$ cat config.mk
export PLATFORM = sky130hd
export DESIGN_NAME = z16_instr_encoder
export DESIGN_NICKNAME = d
export VERILOG_FILES = /design/src/rtl/z16_instr_encoder.sv
export SDC_FILE = /design/constraint.sdc
export NUM_CORES = 1
export LEC_CHECK = 0
export ABC_CLOCK_PERIOD_IN_PS = 6000
export CAP_MARGIN = 5
export CELL_PAD_IN_SITES_DETAIL_PLACEMENT = 1
export CELL_PAD_IN_SITES_GLOBAL_PLACEMENT = 2
export CORE_MARGIN = 4
export CORE_UTILIZATION = 33
export DETAILED_ROUTE_END_ITERATION = 7
export PLACE_DENSITY = 0.95
export SKIP_CTS_REPAIR_TIMING = 1
export SLEW_MARGIN = 20
export SYNTH_ARGS = -nofsm -noshare
export SYNTH_HDL_FRONTEND = slang
export SYNTH_SLANG_ARGS = --single-unit
$ cat constraint.sdc
create_clock -name i_clk -period 6 [get_ports i_clk]
set_input_delay 0.6 -clock i_clk [delete_from_list [all_inputs] [get_ports i_clk]]
set_output_delay 0.6 -clock i_clk [all_outputs]
set_load 0.005 [all_outputs]
$ cat src/rtl/z16_instr_encoder.sv
// rtl/z16_instr_encoder.sv - Z16 field-to-word encoder and program loader
// Define Z16_ENC_RANGE_CHECK_EN to enable immediate/register range checks.
module z16_instr_encoder #(
    parameter int ADDR_W = 8
) (
    input  logic              i_clk,
    input  logic              i_rst_n,
    input  logic              i_start,
    input  logic [ADDR_W-1:0] i_base_addr,
    input  logic              i_in_valid,
    output logic              o_in_ready,
    input  logic [3:0]        i_opcode,
    input  logic [3:0]        i_rd,
    input  logic [3:0]        i_rs1,
    input  logic [3:0]        i_rs2,
    input  logic [15:0]       i_imm,
    input  logic              i_last,
    output logic              o_mem_wen,
    output logic [ADDR_W-1:0] o_mem_addr,
    output logic [15:0]       o_mem_wdata,
    input  logic              i_mem_ready,
    output logic              o_busy,
    output logic              o_done,
    output logic              o_err,
    output logic [1:0]        o_err_code,
    output logic [ADDR_W:0]   o_count
);

    typedef enum logic [1:0] {S_IDLE, S_LOAD, S_DRAIN, S_DONE} state_t;

    localparam logic [ADDR_W:0] CAPACITY = (ADDR_W+1)'(1) << ADDR_W;

    state_t            state;
    logic [15:0]       buf_q [2];
    logic              wr_sel;
    logic              rd_sel;
    logic [1:0]        fill;
    logic [1:0]        fill_next;
    logic [ADDR_W-1:0] wr_addr;
    logic [ADDR_W:0]   count;
    logic [ADDR_W:0]   accepted;
    logic              done_q;
    logic              err_q;
    logic [1:0]        err_code_q;

    logic              accept;
    logic              write_done;
    logic              push;
    logic [15:0]       enc_word;
    logic              imm_bad;
    logic              reg_bad;
    logic              cap_bad;
    logic              bad;
    logic [1:0]        bad_code;

    // Ready depends only on registered state, never on i_mem_ready.
    assign o_in_ready  = (state == S_LOAD) && (fill != 2'd2);
    assign o_mem_wen   = (fill != 2'd0);
    assign o_mem_addr  = wr_addr;
    assign o_mem_wdata = buf_q[rd_sel];
    assign o_busy      = (state == S_LOAD) || (state == S_DRAIN);
    assign o_done      = done_q;
    assign o_err       = err_q;
    assign o_err_code  = err_code_q;
    assign o_count     = count;

    assign accept     = i_in_valid && o_in_ready;
    assign write_done = o_mem_wen && i_mem_ready;
    assign push       = accept && !bad;
    assign fill_next  = fill + {1'b0, push} - {1'b0, write_done};

    always_comb begin
        enc_word = {i_rs2, i_rs1, i_rd, i_opcode};
        case (i_opcode)
            4'h9:                enc_word = {i_imm[7:0], i_rd, i_opcode};
            4'hA, 4'hC, 4'hD:    enc_word = {i_imm[3:0], i_rs1, i_rd, i_opcode};
            4'hB:                enc_word = {i_rs2, i_rs1, i_imm[3:0], i_opcode};
            4'hE, 4'hF:          enc_word = {i_imm[7:0], i_rs2[1:0], i_rs1[1:0], i_opcode};
            default:             enc_word = {i_rs2, i_rs1, i_rd, i_opcode};
        endcase
    end

`ifdef Z16_ENC_RANGE_CHECK_EN
    logic imm8_op;
    logic imm4_op;
    logic reg2_op;

    assign imm8_op = (i_opcode == 4'h9) || (i_opcode == 4'hE) || (i_opcode == 4'hF);
    assign imm4_op = (i_opcode >= 4'hA) && (i_opcode <= 4'hD);
    assign reg2_op = (i_opcode == 4'hE) || (i_opcode == 4'hF);
    // Sign-extension check: the dropped upper bits must all match the slot's sign bit.
    assign imm_bad = (imm8_op && !((&i_imm[15:7]) || !(|i_imm[15:7]))) ||
                     (imm4_op && !((&i_imm[15:3]) || !(|i_imm[15:3])));
    assign reg_bad = reg2_op && ((|i_rs1[3:2]) || (|i_rs2[3:2]));
`else
    logic unused_imm_hi;

    assign unused_imm_hi = ^i_imm[15:8];
    assign imm_bad       = 1'b0;
    assign reg_bad       = 1'b0;
`endif

    assign cap_bad  = (accepted == CAPACITY);
    assign bad      = imm_bad || reg_bad || cap_bad;
    assign bad_code = imm_bad ? 2'b01 : (reg_bad ? 2'b10 : 2'b11);

    always_ff @(posedge i_clk) begin
        if (!i_rst_n) begin
            state      <= S_IDLE;
            buf_q[0]   <= '0;
            buf_q[1]   <= '0;
            wr_sel     <= 1'b0;
            rd_sel     <= 1'b0;
            fill       <= '0;
            wr_addr    <= '0;
            count      <= '0;
            accepted   <= '0;
            done_q     <= 1'b0;
            err_q      <= 1'b0;
            err_code_q <= '0;
        end else begin
            if (push) begin
                buf_q[wr_sel] <= enc_word;
                wr_sel        <= ~wr_sel;
                accepted      <= accepted + 1'b1;
            end
            if (write_done) begin
                rd_sel  <= ~rd_sel;
                wr_addr <= wr_addr + 1'b1;
                count   <= count + 1'b1;
            end
            fill <= fill_next;

            case (state)
                S_IDLE, S_DONE: begin
                    if (i_start) begin
                        state      <= S_LOAD;
                        wr_addr    <= i_base_addr;
                        count      <= '0;
                        accepted   <= '0;
                        done_q     <= 1'b0;
                        err_q      <= 1'b0;
                        err_code_q <= '0;
                    end
                end
                S_LOAD: begin
                    if (accept) begin
                        if (bad) begin
                            err_q      <= 1'b1;
                            err_code_q <= bad_code;
                            state      <= S_DRAIN;
                        end else if (i_last) begin
                            state <= S_DRAIN;
                        end
                    end
                end
                S_DRAIN: begin
                    if (fill_next == 2'd0) begin
                        state  <= S_DONE;
                        done_q <= 1'b1;
                    end
                end
                default: state <= S_IDLE;
            endcase
        end
    end

endmodule

==> load_flow_metrics.sql <==
INSERT INTO impl_metrics (metric_group, metric, value, unit) VALUES
('routing', 'routed_via_density', '5.073', ''),
('placement', 'finalWeightedCongestion', '0.7824', ''),
('worst_setup_path', 'setup.worst_path.class', 'input pin to flop', ''),
('synthesis', 'synth_top_family_by_area', 'simple AND/OR/NAND/NOR gates', ''),
('routing', 'detailedRoute.firstPassIterationCount', '4', ''),
('grt', 'grt_max_degree', '21', ''),
('floorplanning', 'coreArea', '9864', 'um2'),
('synthesis', 'synth_adder_area_share', '3.349', '%'),
('synthesis', 'mux_cell_area_share_after_synthesis', '8.039', '%'),
('pwr', 'power_density', '327.2', 'nW/um2'),
('sta', 'setup_violations', '0', ''),
('synthesis', 'synthesized_instance_count', '327', ''),
('cells_and_area', 'share_of_post_route_cells_with_drive_strength_above_1', '11.14', '%'),
('pwr', 'power.leakage', '0.001590', 'uW'),
('worst_setup_path', 'path_max_fanout', '17', ''),
('cts', 'cts_inserted_buffers', '9', ''),
('worst_setup_path', 'r2r.worst_path.cells', '12', ''),
('grt', 'antenna_found_initial', '0', ''),
('floorplanning', 'dieWidth', '108.9', 'um'),
('grt', 'global_route.usage.total', '15.56', '%'),
('sta', 'max_freq', '348.1', 'MHz'),
('sta', 'worst_slack', '3.127', 'ns'),
('sta', 'period_share', '47.88', '%'),
('synthesis', 'ys_ff_latch', '67', ''),
('routing', 'wire_per_inst', '16.21', 'um'),
('worst_setup_path', 'capture_instance_of_the_worst_register_to_register_path', 'state[0]', ''),
('routing', 'detail-route-antenna-nets', '0', ''),
('routing', 'drt_iter0_drc', '116', ''),
('hold_path', 'timing.hold.worst_path_depth', '2', ''),
('status', 'run_status', 'completed', ''),
('hold_path', 'hold_path_class', 'flop to flop', ''),
('sta', 'finalClockSkew', '0.01652', 'ns'),
('synthesis', 'xor_and_xnor_area_share_after_synthesis', '5.136', '%'),
('placement', 'placedInstanceArea', '4203', 'um2'),
('placement', 'hpwl', '6362', 'um'),
('worst_setup_path', 'arrival', '3.04', 'ns'),
('floorplanning', 'start_util', '34.08', '%'),
('placement', 'place_ws', '2.778', 'ns'),
('worst_setup_path', 'setup.worst_path.end_class', 'flop', ''),
('synthesis', 'avgSynthCellArea', '10.28', 'um2'),
('placement', 'io_buffer_count', '77', ''),
('cells_and_area', 'final_non_filler_cell_area', '4379', 'um2'),
('hold_path', 'whs_endpoint', 'accepted[8]', ''),
('cells_and_area', 'fillers', '1093', ''),
('worst_setup_path', 'worstPathRequired', '6.17', 'ns'),
('worst_setup_path', 'reg2reg_slack', '3.17', 'ns'),
('grt', 'grt_first_pass_wirelength', '14490', 'um'),
('pwr', 'vdd_ir_drop_max', '0.1650', 'mV'),
('floorplanning', 'dieArea', '11870', 'um2'),
('cts', 'worstSkewPairLatency', '0.34', 'ns'),
('routing', 'route.detailed.drc', '0', ''),
('cells_and_area', 'area_growth', '30.26', '%'),
('grt', 'via_count_of_the_first_global_routing_pass', '2955', ''),
('sta', 'timing.max_slew.rel_slack', '48.57', '%'),
('floorplanning', 'chipHeight', '108.9', 'um'),
('sta', 'timing.hold.ws', '0.4859', 'ns'),
('synthesis', 'syn-cell-area', '3362', 'um2'),
('synthesis', 'yosysSeqAreaShare', '49.42', '%'),
('synthesis', 'synth_ff_type', 'sky130_fd_sc_hd__dfxtp_1', ''),
('cts', 'h-tree-depth', '3', ''),
('synthesis', 'synth_compound_area_share', '11.43', '%'),
('synthesis', 'library_cell_with_the_highest_instance_count_after_synthesis', 'sky130_fd_sc_hd__nor2_1', ''),
('worst_setup_path', 'startpoint_type', 'input pin', ''),
('synthesis', 'synth_edf_count', '32', ''),
('sta', 'setup_repair_after_global_routing_missed_its_margin', 'false', ''),
('cts', 'clock_tree.buffer_depth', '2', ''),
('synthesis', 'synth_top_cells_by_area', 'sky130_fd_sc_hd__edfxtp_1 29%, sky130_fd_sc_hd__dfxtp_1 21%, sky130_fd_sc_hd__mux2_2 5.4%, sky130_fd_sc_hd__nor2_1 5.1%, sky130_fd_sc_hd__ha_1 3.3%', ''),
('floorplanning', 'num_rows', '36', ''),
('cells_and_area', 'finalNetCount', '454', ''),
('flow_run', 'max_cap_violations', '0', ''),
('hold_path', 'worstHoldStart', 'accepted[8]', '');
## final cells by class
type                       count  area [um2]  share of cell area, %
inverter                      13       48.80                  1.114
tap                          133       166.4                  3.800
timing repair buffer          77       770.7                  17.60
clock buffer                   9       123.9                  2.829
sequential                    67        1662                  37.94
clock inverter                 7       52.55                  1.200
multi-input combinational    231        1555                  35.51
## report_power, final
group / switching, uW / internal (uW) / leakage [uW]
logic: 222 / 262 / 0.000883
registers: 64.9 / 547 / 0.000617
clock network: 185 / 152 / 0.0000896
## critical path, cell delays in order
cell,delay (ns)
sky130_fd_sc_hd__clkdlybuf4s50_1,0.91
sky130_fd_sc_hd__inv_1,0.34
sky130_fd_sc_hd__or4_1,0.92
sky130_fd_sc_hd__nor2_1,0.25
## how the worst max path moves through the flow
| stage | start | endpoint | slack, ns | depth (start not counted) |
|---|---|---|---|---|
| floorplan | accepted[0] | state[0] | 3.46 | 12 |
| global placement | i_rst_n | buf_q[0][10] | 2.90 | 4 |
| detailed placement | i_rst_n | buf_q[0][6] | 2.78 | 4 |
| CTS | i_rst_n | buf_q[0][6] | 3.10 | 4 |
| global route | accepted[0] | state[0] | 2.85 | 12 |
| finish | i_rst_n | buf_q[0][6] | 3.13 | 4 |
## metal layers
metal	track usage [%]	routed length, um	vias to the layer above
met5	0	0	-
met4	3.877	82	0
met3	4.500	547	8
met2	26.75	4345	73
met1	19.12	3730	1321
li1	-	-	1322
## cells in the final DEF (no fill, tap or decap), types with 2 or more instances in the layout
master / Yosys / layout
sky130_fd_sc_hd__or3_1: 4 / 4
sky130_fd_sc_hd__o21a_1: 2 / 2
sky130_fd_sc_hd__nor3_1: 5 / 5
sky130_fd_sc_hd__nand4_1: 7 / 7
sky130_fd_sc_hd__nand2b_1: 3 / 3
sky130_fd_sc_hd__clkinv_4: 0 / 3
sky130_fd_sc_hd__xnor2_1: 8 / 8
sky130_fd_sc_hd__nand2_1: 18 / 18
sky130_fd_sc_hd__a21oi_1: 22 / 22
sky130_fd_sc_hd__ha_1: 9 / 9
sky130_fd_sc_hd__clkdlybuf4s50_1: 0 / 77
sky130_fd_sc_hd__inv_1: 13 / 13
sky130_fd_sc_hd__clkinv_2: 0 / 2
sky130_fd_sc_hd__nand3_1: 8 / 8
sky130_fd_sc_hd__clkbuf_8: 0 / 9
sky130_fd_sc_hd__o31ai_1: 3 / 3
sky130_fd_sc_hd__a22o_1: 4 / 4
sky130_fd_sc_hd__mux2_2: 16 / 16
sky130_fd_sc_hd__edfxtp_1: 32 / 32
sky130_fd_sc_hd__mux2i_1: 9 / 9
sky130_fd_sc_hd__a211oi_1: 3 / 3
sky130_fd_sc_hd__o21ai_1: 2 / 2
sky130_fd_sc_hd__nor2_2: 4 / 4
sky130_fd_sc_hd__a222oi_1: 4 / 4
sky130_fd_sc_hd__or4_1: 4 / 4
sky130_fd_sc_hd__and2_1: 5 / 5
sky130_fd_sc_hd__dfxtp_1: 35 / 35
sky130_fd_sc_hd__o21ai_0: 14 / 14
sky130_fd_sc_hd__or4b_4: 2 / 2
sky130_fd_sc_hd__o211ai_1: 2 / 2
sky130_fd_sc_hd__xor2_1: 9 / 9
sky130_fd_sc_hd__or2_2: 2 / 2
sky130_fd_sc_hd__and3_1: 4 / 4
sky130_fd_sc_hd__nor2_1: 46 / 46
## flip-flops by register name, summed over array words and instances, names as in the netlist, named ones only
| name | flops |
|---|---|
| accepted | 9 |
| buf_q | 32 |
| fill | 2 |
| o_count | 9 |
| o_done | 1 |
| o_err_code | 1 |
| o_mem_addr | 8 |
| rd_sel | 1 |
| state | 2 |
| wr_sel | 1 |
## per-stage QoR
step / power (uW) / instances
floorplan: 885.1 / 327
global placement: 1091 / 521
detailed placement: 1111 / 521
CTS: 1457 / 537
global route: 1534 / 537
finish: 1433 / 537
## cell families (layout without fill, tap and decap cells)
group | Yosys count | in the layout
and+or+nand+nor | 119 | 119
DFF | 67 | 67
AOI/OAI and AO/OA | 60 | 60
buffers and inverters | 29 | 106
muxes | 25 | 25
xor gates and xnor gates | 18 | 18
adders and majority gates | 9 | 9
No activity file was read; power rests on OpenSTA's default activity.
